$ cat src/rtl/commit_unit.sv
// commit_unit: in-order retirement stage for a ROB-based LC-3b core.
// It inspects the ROB head each cycle and retires at most one instruction:
// it writes register results back, releases stores to memory, updates the
// branch history table and flushes the pipeline on mispredicted branches and
// on every JMP.
//
// Ports
//   clk, rst_n            clock, asynchronous active-low reset
//   rob_empty, rob_valid  head presence / result-ready
//   rob_inst, rob_dest    head opcode and destination register
//   rob_value             head result (resolved next PC for BR/JMP)
//   rob_predict, rob_bht  head predicted-taken bit and branch history
//   rob_orig_pc           head instruction PC
//   rob_head_tag          head ROB index
//   rob_re                pop the ROB head (combinational)
//   rf_we/rf_dest/rf_data/rf_tag   register-file write port (combinational)
//   st_commit_req/st_commit_ack    store release handshake
//   flush, redirect_pc    registered pipeline flush pulse and fetch target
//   bht_we/bht_pc/bht_data         branch predictor update (combinational)
//   retired_cnt, mispred_cnt       wrapping event counters
//
// state   | meaning
// --------+-----------------------------------------------------------
// IDLE    | examine head, commit it if present and ready
// ST_WAIT | head is a store, waiting for the store queue to write memory
// FLUSH   | one-cycle flush pulse after a mispredict or JMP
module commit_unit #(
  parameter int data_width = 16,
  parameter int tag_width  = 3
) (
  input  logic                  clk,
  input  logic                  rst_n,
  input  logic                  rob_empty,
  input  logic                  rob_valid,
  input  logic [3:0]            rob_inst,
  input  logic [2:0]            rob_dest,
  input  logic [data_width-1:0] rob_value,
  input  logic                  rob_predict,
  input  logic [15:0]           rob_orig_pc,
  input  logic [3:0]            rob_bht,
  input  logic [tag_width-1:0]  rob_head_tag,
  output logic                  rob_re,
  output logic                  rf_we,
  output logic [2:0]            rf_dest,
  output logic [data_width-1:0] rf_data,
  output logic [tag_width-1:0]  rf_tag,
  output logic                  st_commit_req,
  input  logic                  st_commit_ack,
  output logic                  flush,
  output logic [15:0]           redirect_pc,
  output logic                  bht_we,
  output logic [15:0]           bht_pc,
  output logic [3:0]            bht_data,
  output logic [15:0]           retired_cnt,
  output logic [15:0]           mispred_cnt
);

  localparam logic [3:0] OP_BR   = 4'h0;
  localparam logic [3:0] OP_ADD  = 4'h1;
  localparam logic [3:0] OP_LDB  = 4'h2;
  localparam logic [3:0] OP_STB  = 4'h3;
  localparam logic [3:0] OP_JSR  = 4'h4;
  localparam logic [3:0] OP_AND  = 4'h5;
  localparam logic [3:0] OP_LDR  = 4'h6;
  localparam logic [3:0] OP_ST   = 4'h7;
  localparam logic [3:0] OP_RTI  = 4'h8;
  localparam logic [3:0] OP_NOT  = 4'h9;
  localparam logic [3:0] OP_LDI  = 4'ha;
  localparam logic [3:0] OP_STI  = 4'hb;
  localparam logic [3:0] OP_JMP  = 4'hc;
  localparam logic [3:0] OP_SHF  = 4'hd;
  localparam logic [3:0] OP_LEA  = 4'he;
  localparam logic [3:0] OP_TRAP = 4'hf;

  typedef enum logic [1:0] {
    IDLE    = 2'd0,
    ST_WAIT = 2'd1,
    FLUSH   = 2'd2
  } state_t;

  state_t state, next_state;

  logic        commit_ok;
  logic [15:0] resolved_pc;
  logic [15:0] seq_pc;
  logic        taken;
  logic        mispredict;
  logic        re_c, we_c, st_req_c, bht_we_c, enter_flush;
  logic        flush_q;
  logic [15:0] redirect_q;
  logic [15:0] retired_q, mispred_q;

  assign commit_ok   = !rob_empty && rob_valid;
  assign resolved_pc = 16'(rob_value);
  assign seq_pc      = rob_orig_pc + 16'd2;
  // Any target other than the fall-through address counts as taken.
  assign taken       = (resolved_pc != seq_pc);
  assign mispredict  = taken ^ rob_predict;

  always_comb begin
    next_state  = state;
    re_c        = 1'b0;
    we_c        = 1'b0;
    st_req_c    = 1'b0;
    bht_we_c    = 1'b0;
    enter_flush = 1'b0;
    case (state)
      IDLE: begin
        if (commit_ok) begin
          case (rob_inst)
            OP_ADD, OP_AND, OP_NOT, OP_LDB, OP_LDI,
            OP_LDR, OP_LEA, OP_SHF, OP_JSR, OP_TRAP: begin
              re_c = 1'b1;
              we_c = 1'b1;
            end
            OP_ST, OP_STB, OP_STI: begin
              st_req_c = 1'b1;
              if (st_commit_ack) re_c = 1'b1;
              else               next_state = ST_WAIT;
            end
            OP_BR: begin
              re_c     = 1'b1;
              bht_we_c = 1'b1;
              if (mispredict) begin
                enter_flush = 1'b1;
                next_state  = FLUSH;
              end
            end
            OP_JMP: begin
              re_c        = 1'b1;
              enter_flush = 1'b1;
              next_state  = FLUSH;
            end
            default: re_c = 1'b1;  // RTI: retire without side effects
          endcase
        end
      end
      ST_WAIT: begin
        st_req_c = 1'b1;
        if (st_commit_ack) begin
          re_c       = 1'b1;
          next_state = IDLE;
        end
      end
      FLUSH:   next_state = IDLE;
      default: next_state = IDLE;
    endcase
  end

  always_ff @(posedge clk or negedge rst_n) begin
    if (!rst_n) begin
      state      <= IDLE;
      flush_q    <= 1'b0;
      redirect_q <= 16'h0000;
      retired_q  <= 16'h0000;
      mispred_q  <= 16'h0000;
    end else begin
      state     <= next_state;
      flush_q   <= enter_flush;
      retired_q <= retired_q + {15'd0, re_c};
      mispred_q <= mispred_q + {15'd0, enter_flush};
      if (enter_flush) redirect_q <= resolved_pc;
    end
  end

  // Mealy strobes are masked while reset is held so a committable head
  // sitting in the ROB cannot leak a write during reset.
  assign rob_re        = re_c     & rst_n;
  assign rf_we         = we_c     & rst_n;
  assign st_commit_req = st_req_c & rst_n;
  assign bht_we        = bht_we_c & rst_n;

  assign rf_dest     = rob_dest;
  assign rf_data     = rob_value;
  assign rf_tag      = rob_head_tag;
  assign bht_pc      = rob_orig_pc;
  assign bht_data    = {rob_bht[2:0], taken};
  assign flush       = flush_q;
  assign redirect_pc = redirect_q;
  assign retired_cnt = retired_q;
  assign mispred_cnt = mispred_q;

endmodule

$ cat config.mk
export PLATFORM = sky130hd
export DESIGN_NAME = commit_unit
export DESIGN_NICKNAME = d
export VERILOG_FILES = /design/src/rtl/commit_unit.sv
export SDC_FILE = /design/constraint.sdc
export NUM_CORES = 1
export LEC_CHECK = 0
export ABC_AREA = 1
export CORE_MARGIN = 5
export CORE_UTILIZATION = 40
export DETAILED_ROUTE_END_ITERATION = 8
export MAX_ROUTING_LAYER = met4
export PLACE_DENSITY = 0.88
export SLEW_MARGIN = 30
export SYNTH_ARGS = -nofsm -noshare
export SYNTH_HDL_FRONTEND = slang
export SYNTH_SLANG_ARGS = --single-unit
$ cat constraint.sdc
create_clock -name clk -period 3.52 [get_ports clk]
set_clock_uncertainty 0.15 [all_clocks]
set_input_delay 0.528 -clock clk [delete_from_list [all_inputs] [get_ports clk]]
set_output_delay 0.528 -clock clk [all_outputs]
set_load 0.005 [all_outputs]
# == Yosys cells after proc, flatten, opt, wreduce, memory -nomap -nowiden ==
# Cells that the tools add are included.
# op_classes
shift,0
n_mux,23
multipliers,0
n_bitwise,5
n_eq_ne,21
addsub,3
reduce_logical,7
div_mod_pow,0
order_cmp,0
# op_table
operator,count
$add 16x1->16,2
$eq 4x4->1 const B,7
$add 16x2->16 const B,1
$eq 4x3->1 const B,4
$ne 16x16->1,1
$mux 1,14
$reduce_or 10->1,1
$eq 4x2->1 const B,2
$mux 2,4
$ne 3x3->1 const B,2
$pmux 1 s2,3
$pmux 2 s3,1
$reduce_and 5->1,1
$and 1x1->1,4
$eq 4x1->1 const B,1
$logic_not 4->1,1
$ne 2x2->1 const B,2
$ne 4x1->1 const B,1
$pmux 2 s2,1
$reduce_or 3->1,1
$eq 2x1->1 const B,1
$logic_not 2->1,1
$logic_and 1x1->1,1
$logic_not 1->1,1
$xor 1x1->1,1
# word_totals
wordCells,64
rom_bits,0
latchBits,0
n_memories,0
ramBits,0
reg_bits,51
out_inout_bits,95

# == Depth between registers and ports, before layout ==
# depth
word_depth,8
mapped_depth,25

# == Worst setup path before layout ==
# OpenSTA, ideal clock, no wires.
# synth_path
path_type,input -> register
startpoint,input rob_orig_pc[1]
endpoint,register mispred_q[14] (netlist: mispred_cnt[14])
arrival_time_ns,3.329
path_slack_ns,-0.038
cell_stages,23
setup_time_ns,0.079
n_path_buf,1
cell_sequence,ha_1 > nand2_2 > nor2_4 > nand2_2 > o21bai_2 > nand2_1 > nor2_1 > nand2_1 > nor2_2 > nand3_2 > nand3_4 > nand2_4 > buf_6 > inv_1 > ha_1 > ha_1 > nand3_1 > nor2_1 > nand2_1 > nor4_1 > nand4_1 > nor2_1 > xor2_1
# synth_between
elab_chain_len,8
# synth_rtl
item,line,source
start: declaration,39,"input logic [15:0] rob_orig_pc,"
$add 16x2->16,95,assign seq_pc = rob_orig_pc + 16'd2;
$ne 16x16->1,97,assign taken = (resolved_pc != seq_pc);
$xor 1x1->1,98,assign mispredict = taken ^ rob_predict;
$mux 1,124,if (mispredict) begin
$pmux 1 s2,110,case (rob_inst)
$mux 1,109,if (commit_ok) begin
$mux 1,107,case (state)
net enter_flush,88,"logic re_c, we_c, st_req_c, bht_we_c, enter_flush;"
$add 16x1->16,161,"mispred_q <= mispred_q + {15'd0, enter_flush};"
end signal: assignment,161,
end: declaration,91,"logic [15:0] retired_q, mispred_q;"
# The timed path passes the listed nets, and every way through them passes these cells.
# A chain may end at the register's enable or synchronous reset.

# == Worst setup path in the final report ==
# layout_path
startpoint,input rob_value[4]
endpoint,register mispred_q[15] (netlist: mispred_cnt[15])
# layout_between
elab_chain_len,7
# layout_rtl
item,line,source
start: declaration,37,"input logic [data_width-1:0] rob_value,"
$ne 16x16->1,97,
$xor 1x1->1,98,
$mux 1,124,
$pmux 1 s2,110,
$mux 1,109,
$mux 1,107,
net enter_flush,88,
$add 16x1->16,161,
# The timed path passes the listed nets, and every way through them passes these cells.

==> metrics.txt <==
status finished clean; final hold violation count 0; syn_nets 479; sequential share of the synthesized area 0.389; clock slew at reported path FFs 0.09 ns; cell count after synthesis 422; # DRC 0; Syn Area/Cell 7.77 um2; WL met2 5230 um; Worst EP arrival 3.35 ns; Int Pwr 1190 uW; routed wl met3 491 um; Sum Neg Setup Slack 0 ns; DR top layer met4; initial core utilization 0.405; drt pass-1 iters 4; routability cong. 0.879; Req. time, crit path 3.56 ns; Antenna Nets Post-Route 0; IO Pins 147; detailed-route via count 3200; Setup crit start kind primary input; Tmin final 3.31 ns; CTS H-Tree Depth 2; Net Sw Frac 0.309; commonest non-fill, non-tap cell in the layout clkdlybuf4s50_1; HP Class in2async; ant diodes 0; Rows 33; clock sink total 51; Final Slew Violations 0; area of the mapped netlist 3280 um2; Max Freq 0.302 GHz; P&R area growth vs syn 54.0%; clk root buf clkbuf_8; post-DP HPWL 7620 um; TritonCTS clock tree done; Final Instance Area 5050 um2; peak supply drop 0.181 mV; # port buffers 127; Clock power frac 0.188; Lkg Pwr 0.00255 uW; GRT Util Overall 0.185; largest net degree at the start of global routing 32; drt wl/cell 14.0 um; worst skew pair latency 0.30 ns; commonest non-fill, non-tap cells in the layout clkdlybuf4s50_1 (112), nand2_1 (100), buf_4 (60), dfrtp_1 (51), inv_1 (50); drt total wl 9480 um; Slew HR 0.670; area of the die 10100 um2; Worst Setup Path Type in2reg; Met1 Routed Length 3620 um; Final period util 0.940; Detailed Route Iter0 Violations 120; synth unique cells 30; Max Fanout on Critical Path 2; sequential share of power 0.449; layout cell share with drive strength beyond 1 0.197; Pwr Density 342 nW/um2; first-pass GRT wire length 14900 um; CORE AREA 8090 um2; chip width 101 um; routed vias/inst 4.71; number of global-route vias before repair 3262; final net count 630; Slew @ Worst Pin 0.495 ns; Setup crit end kind flop; initial antenna violation count 0; Synth Warn # 0; final setup vio count 0; max-cap viol count 0; Net Switching 534 uW; Die Y 101 um; Post-Place Cell Area 4740 um2; Max clock buf depth 2; Comb pwr share 0.363; CTS buffer count 5; gr ovfl total 0; Seq cells post-synth 51; Worst Reg2Reg Path Length in Cells 15
## synth_stat cells
cell	number	area, um2
a211oi_1	2	15.0
a21oi_1	3	15.0
a31oi_1	1	6.26
and3_1	1	6.26
buf_4	43	323
buf_6	1	11.3
clkbuf_1	1	3.75
dfrtp_1	51	1280
ha_1	5	62.6
inv_1	52	195
nand2_1	108	405
nand2_2	3	18.8
nand2_4	1	11.3
nand3_1	46	230
nand3_2	1	10.0
nand3_4	1	17.5
nand3b_1	1	7.51
nand4_1	8	50.1
nor2_1	31	116
nor2_2	2	12.5
nor2_4	3	33.8
nor3_1	7	35.0
nor3_2	1	10.0
nor3b_1	1	7.51
nor4_1	2	12.5
o2111ai_1	1	8.76
o21ai_0	5	25.0
o21bai_2	1	11.3
xnor2_1	15	131
xor2_1	24	210
## flip-flops by register name, indices dropped and copies added, names as in the netlist
signal and flops:
flush 1, mispred_cnt 16, redirect_pc 16, retired_cnt 16, state 2
## per-stage QoR
| step | utilization | hold slack, ns | instances | setup WS (ns) | power [uW] |
|---|---|---|---|---|---|
| floorplan | - | 0.0824 | 422 | 0.0360 | 1000 |
| global placement | 0.585 | 0.306 | 661 | -0.454 | 1370 |
| detailed placement | 0.585 | 0.308 | 661 | -0.572 | 1400 |
| CTS | 0.609 | 0.0313 | 673 | 0.0000999 | 1740 |
| global route | 0.624 | 0.0706 | 679 | -0.0714 | 1830 |
| finish | 0.624 | 0.0299 | 679 | 0.211 | 1730 |
## final timing paths
path,from,end,slack [ns]
max in group asynchronous,rst_n,redirect_pc[10]$_DFFE_PN0P_,2.41
min in group clk,redirect_pc[8]$_DFFE_PN0P_,redirect_pc[8]$_DFFE_PN0P_,0.33
hold / removal,rst_n,mispred_cnt[15]$_DFF_PN0_,0.03
hold reg to reg,redirect_pc[8]$_DFFE_PN0P_,redirect_pc[8]$_DFFE_PN0P_,0.33
setup reg to reg,state[1]$_DFFE_PN0P_,retired_cnt[14]$_DFF_PN0_,0.52
setup / recovery,rob_value[4],mispred_cnt[15]$_DFF_PN0_,0.21
## power groups by stage
stage	sequential [uW]	clock [uW]	combinational (uW)
floorplan	773	0	230
global placement	773	0	599
detailed placement	779	0	624
CTS	772	334	632
global route	789	352	692
finish	775	325	627
## critical path, stage by stage
cell             delay (ns)
clkdlybuf4s50_1        0.51
xnor2_1                0.16
xor2_1                 0.21
nand2_1                0.08
nor3_2                 0.26
nand3_2                0.15
nand3_4                0.11
nand2_4                0.06
inv_4                  0.07
ha_4                   0.16
nand3_4                0.09
nor2_4                 0.16
nand3_4                0.09
nor3_4                 0.21
nand3_2                0.11
nor2_2                 0.14
nand4_1                0.11
xnor2_1                0.15
## per-layer routing
metal | up-vias | track usage
met4 | 0 | 0.0456
met3 | 18 | 0.0249
met5 | - | -
li1 | 1594 | -
met1 | 1485 | 0.204
met2 | 103 | 0.351
## layout make-up
cell class / count / area (um2)
Tap cell: 105 / 131
Inverter: 52 / 198
Fill cell: 699 / 3040
Sequential cell: 51 / 1280
Multi-Input combinational cell: 274 / 1620
Clock inverter: 2 / 12.5
Clock buffer: 6 / 72.6
Timing Repair Buffer: 189 / 1740
## kinds of logic after synthesis
logic type	count (synthesis)	synth area share
AOI/OAI and AO/OA	13	0.0248
and+or+nand+nor	217	0.300
DFF	51	0.389
adders and majority gates	5	0.0191
xor gates and xnor gates	39	0.104
buffers and inverters	97	0.163
## what timing repair did
item,CTS,global route
gates resized for setup,31,27
pin swaps,15,21
setup endpoints to repair,6,8
hold buffers,0,0
setup buffers,4,6
No activity file was read; power rests on OpenSTA's default activity.
==> patch 1 (same settings) <==
`tag_width`: 3 -> 2.
--- a/src/rtl/commit_unit.sv
+++ b/src/rtl/commit_unit.sv
@@ -26,7 +26,7 @@
 // FLUSH   | one-cycle flush pulse after a mispredict or JMP
 module commit_unit #(
   parameter int data_width = 16,
-  parameter int tag_width  = 3
+  parameter int tag_width  = 2
 ) (
   input  logic                  clk,
   input  logic                  rst_n,
Ports: changed (resized rf_tag and rob_head_tag); port bits go from 147 to 145. The function was not compared with the original's and may differ.
==> patch 1 against the original RTL <==
- sequential cell count unchanged
- register-to-register slack gained 0.13 ns
- sequential share of layout area hardly changed
- critical path type unchanged
- hold slack better by 0.056 ns
- setup slack got worse by 0.0040 ns
- design area is 0.12% lower
- routed wire length down 3.3%
- synthesized area fell by 0.23%
- total power grew 4.4%
==> patch 1: results (changes against the original RTL) <==
metric	value	unit	change
cts_max_level	2		unchanged
crit_path_end	mispred_cnt[15]		
vdd_ir_drop_max	0.183	mV	+1.2%
grt_pass1_wl	14400	um	-3.1%
worst_slew_pin_slew	0.383	ns	-0.112 ns
min_period	3.31	ns	+0.00401 ns
antenna_found_initial	0		unchanged
yosys-top-cells-count	nand2_1 (108), inv_1 (52), dfrtp_1 (51)		
reg2reg_from	state[1]		
grt_usage	18.0	%	-0.54 points
synth_compound_area_share	2.49	%	+0.0057 points
placedCellCount	661		unchanged
gp_congestion	0.871		-0.99%
cts_resized	29		-6.5%
antenna_left	0		unchanged
rrSetupSlack	0.65	ns	+0.13 ns
synth_top_cell_by_area	dfrtp_1		
yosys.area_share.adder	1.91	%	+0.0044 points
synthTopCellsByArea	dfrtp_1 (39%), nand2_1 (12%), buf_4 (9.6%)		
wirelength	9170	um	-3.3%
worstSkewPairLatency	0.30	ns	about the same
path_clk_slew	0.09	ns	about the same
final_nets	626		-0.63%
worst_ep_arrival_time	3.36	ns	about the same
synthArstFlopShare	100	%	unchanged
cp-startpoint	rob_orig_pc[13]		
cp_max_fo	2		unchanged
hold_ws	0.0854	ns	+0.0556 ns
diodes	0		unchanged
via_per_inst	4.63		-1.8%
syn_nets	477		-0.42%
cts_setup_buffers	4		unchanged
synth_cell_types	30		unchanged
status	complete, no violations		
drt-initial-drc-count	101		-16%
worstHoldPathType	in2async		
io_buffers	127		unchanged
reg2reg_to	retired_cnt[14]		
dr.pass1.iters	4		unchanged
clock_path_buffers	2		unchanged
pre_cts_ws	-0.598	ns	-0.0265 ns
grt_max_degree	32		unchanged
numCtsBuffers	5		unchanged
stdcell_count	676		-0.44%
path_class	in2reg		
yosys_warnings	0		unchanged
reg2reg_depth	15		unchanged
n_fill_cell	704		+0.72%
synth_mux_area_share	0	%	unchanged
syn_inst	421		-0.24%
hpwl	7470	um	-2.0%
synth_xor_area_share	10.4	%	+0.024 points
layout-drive-gt1-share	19.4	%	-0.25 points
clock-root-buffer	clkbuf_8		
grt_pass1_vias	3073		-5.8%
end_kind	flip-flop		
p_leak	2.55	nW	+0.19%
yosysSeqAreaShare	39.0	%	+0.089 points
==> patch 1: changes by cell type after synthesis <==
cell,change
buf_4,-1
==> patch 1: where the power goes <==
part / internal, mW / total, mW / switching, mW
combinational: 0.363 / 0.623 / 0.260
sequential: 0.688 / 0.774 / 0.0858
clock: 0.212 / 0.406 / 0.195
==> patch 1: cell type report <==
class	instances	area (sq um)	area share, %
clock buffers	5	68.8	1.36
clock inverters	3	43.8	0.868
multi-input cells	274	1630	32.3
repair buffers	186	1700	33.7
flip-flops and latches	51	1280	25.3
inverters	52	195	3.87
well taps	105	131	2.60
==> patch 1: logic make-up (layout without fill, tap and decap cells) <==
group	Yosys count	in the layout
DFF	51	51
xor gates and xnor gates	39	39
adders and majority gates	5	5
buffers and inverters	96	246
AOI/OAI and AO/OA	13	13
and+or+nand+nor	217	217
==> patch 1: critical path, stage by stage <==
cell and delay, ns:
clkdlybuf4s50_1 0.49, nand2_2 0.09, nor2_4 0.11, nand2_1 0.07, o21bai_2 0.12, nand2_1 0.06
nor2_1 0.11, nand2_1 0.09, nor2_4 0.11, nand3_2 0.10, nand3_4 0.10, nand2_4 0.05
inv_2 0.08, ha_4 0.14, nand3_2 0.08, nor2_2 0.17, nand3_2 0.13, nor3_4 0.21
nand3_2 0.12, nor2_2 0.12, nand4_1 0.11, xnor2_1 0.14
==> patch 1: routing by layer <==
layer / GRT usage, % / share of wire [%]
met5: - / 0
met4: 3.11 / 0.67
met3: 2.64 / 4.4
met2: 33.3 / 55
met1: 20.8 / 40
==> patch 1: per-stage QoR <==
step | setup TNS, ns | instance area (sq um)
after floorplan | 0 | 3280
after CTS | 0 | 4920
after global placement | -2.50 | 4740
after global routing | 0 | 5040
after detailed placement | -3.62 | 4740
final | 0 | 5040
==> patch 2 (same settings) <==
Made on the original files. Re-encode `state_t` (3 states) as one-hot, 3 bits wide.
--- a/src/rtl/commit_unit.sv
+++ b/src/rtl/commit_unit.sv
@@ -72,10 +72,10 @@
   localparam logic [3:0] OP_LEA  = 4'he;
   localparam logic [3:0] OP_TRAP = 4'hf;
 
-  typedef enum logic [1:0] {
-    IDLE    = 2'd0,
-    ST_WAIT = 2'd1,
-    FLUSH   = 2'd2
+  typedef enum logic [2:0] {
+    IDLE    = 3'b001,
+    ST_WAIT = 3'b010,
+    FLUSH   = 3'b100
   } state_t;
 
   state_t state, next_state;
Behaviour: same outputs for any inputs over 10 cycles, from zero or initial values and one cycle with rst_n low; not proved beyond that.
==> patch 2 against the original RTL <==
- largest power group unchanged
- clock power decreased by 2%
- critical endpoint unchanged
- highest routed layer unchanged
- final cell count is 1.3% higher
- design area fell by 1.0%
- register-to-register slack worse by 0.13 ns
- utilization fell by 1.9 points
- setup slack better by 0.066 ns
- total power grew 2.8%
- synthesized area is 4.3% higher
- sequential cell count grew 1
- routed wire length rose by 3.2%
- global-route usage up 0.49 points
==> patch 2: results (changes against the original RTL) <==
metric	value	unit	change
slew_headroom	55.7	%	-11 points
numCtsBuffers	5		unchanged
final_nets	640		+1.6%
worst_ep_arrival_time	3.31	ns	-0.04 ns
synth_cell_types	33		+10%
worstSkewPairLatency	0.30	ns	about the same
antenna_found_initial	0		unchanged
rrSetupSlack	0.39	ns	-0.13 ns
yosysSeqAreaShare	38.1	%	-0.85 points
cp_max_fo	3		+1
layout-drive-gt1-share	17.8	%	-1.8 points
synthTopCellsByArea	dfrtp_1 (37%), nand2_1 (13%), buf_4 (9.4%)		
pre_cts_ws	-0.476	ns	+0.0955 ns
vias	3315		+3.6%
worstHoldPathType	in2async		
status	complete, no violations		
diodes	0		unchanged
grt_usage	19.0	%	+0.49 points
hpwl	8040	um	+5.5%
synthArstFlopShare	100	%	unchanged
clock_path_buffers	2		unchanged
p_leak	2.65	nW	+4.1%
path_clk_slew	0.08	ns	
io_buffers	127		unchanged
yosys-top-cells-count	nand2_1 (121), inv_1 (59), dfrtp_1 (51)		
dr.pass1.iters	4		unchanged
n_fill_cell	686		-1.9%
clock-root-buffer	clkbuf_8		
drt-initial-drc-count	158		+32%
fmax	0.308	GHz	+2.0%
gp_congestion	0.960		+9.2%
switching_share	31.2	%	+0.30 points
wirelength	9790	um	+3.2%
syn_nets	504		+5.2%
grt_pass1_wl	15500	um	+4.0%
vdd_ir_drop_max	0.161	mV	-11%
cts_max_level	2		unchanged
dpl_cell_area	4800	sq um	+1.4%
grt_max_degree	53		+66%
-- patch 2: power groups by stage --
| stage | logic [mW] | registers, mW | clock network, mW |
|---|---|---|---|
| floorplan | 0.258 | 0.805 | 0 |
| global placement | 0.628 | 0.801 | 0 |
| detailed placement | 0.653 | 0.806 | 0 |
| CTS | 0.658 | 0.794 | 0.329 |
| global route | 0.726 | 0.811 | 0.349 |
| finish | 0.662 | 0.795 | 0.318 |
-- patch 2: final cells by class --
class                   count  area share [%]
inverters                  61            4.58
well taps                 105            2.63
clock inverters             1           0.100
repair buffers            174            32.8
clock buffers               6            1.45
multi-input cells         289            32.4
flip-flops and latches     52            26.1
-- patch 2: repair_timing --
action                                  4_1_cts  5_1_grt
buffers inserted                              2        1
hold buffers                                  0        0
endpoints found under the setup margin        5       12
pin swaps                                     5        7
resized for setup                             8       29
-- patch 2: routing by layer --
metal / share of wire (%) / track usage (%)
met1: 39 / 22.1
met2: 52 / 33.4
met4: 3.2 / 7.87
met5: 0 / -
met3: 6.0 / 2.10
-- patch 2: through the flow --
stage	total power, mW	hold WS, ns	util [%]	std cells
finish	1.78	0.260	60.5	688
detailed placement	1.46	0.316	58.2	678
global route	1.89	0.317	60.5	688
CTS	1.78	0.257	59.5	687
floorplan	1.06	0.0824	-	447
global placement	1.43	0.306	58.2	678
-- patch 2: cell families (layout without fill, tap and decap cells) --
logic type	Yosys count	count (layout)	synth area share [%]
xor+xnor	34	34	8.70
flops	52	52	38.1
simple gates	241	241	32.9
compound gates	9	9	1.65
buf+inv	106	242	16.8
fa+ha+maj	5	5	1.83
-- patch 2: final timing paths --
kind                                    to  cells past startpoint       startpoint
max                        mispred_cnt[15]                     21  rob_orig_pc[10]
min                         retired_cnt[2]                      2            rst_n
max reg2reg                retired_cnt[15]                     15         state[0]
min reg2reg                retired_cnt[15]                      1  retired_cnt[15]
max in group asynchronous   mispred_cnt[7]                      2            rst_n
min in group clk           retired_cnt[15]                      1  retired_cnt[15]
-- patch 2: critical path: stages --
cell	delay [ns]
clkdlybuf4s50_1	0.50
nand2_1	0.10
nor2_1	0.16
nand4_1	0.10
nand2_1	0.07
nand2_1	0.07
inv_1	0.06
nand2_1	0.07
nor2_2	0.09
nand3_2	0.09
nand3_4	0.10
nand2_4	0.05
inv_1	0.07
ha_1	0.16
buf_4	0.10
nand3_1	0.09
nor2_1	0.19
nand4_1	0.18
nor2_2	0.19
nand4_1	0.12
xnor2_1	0.20
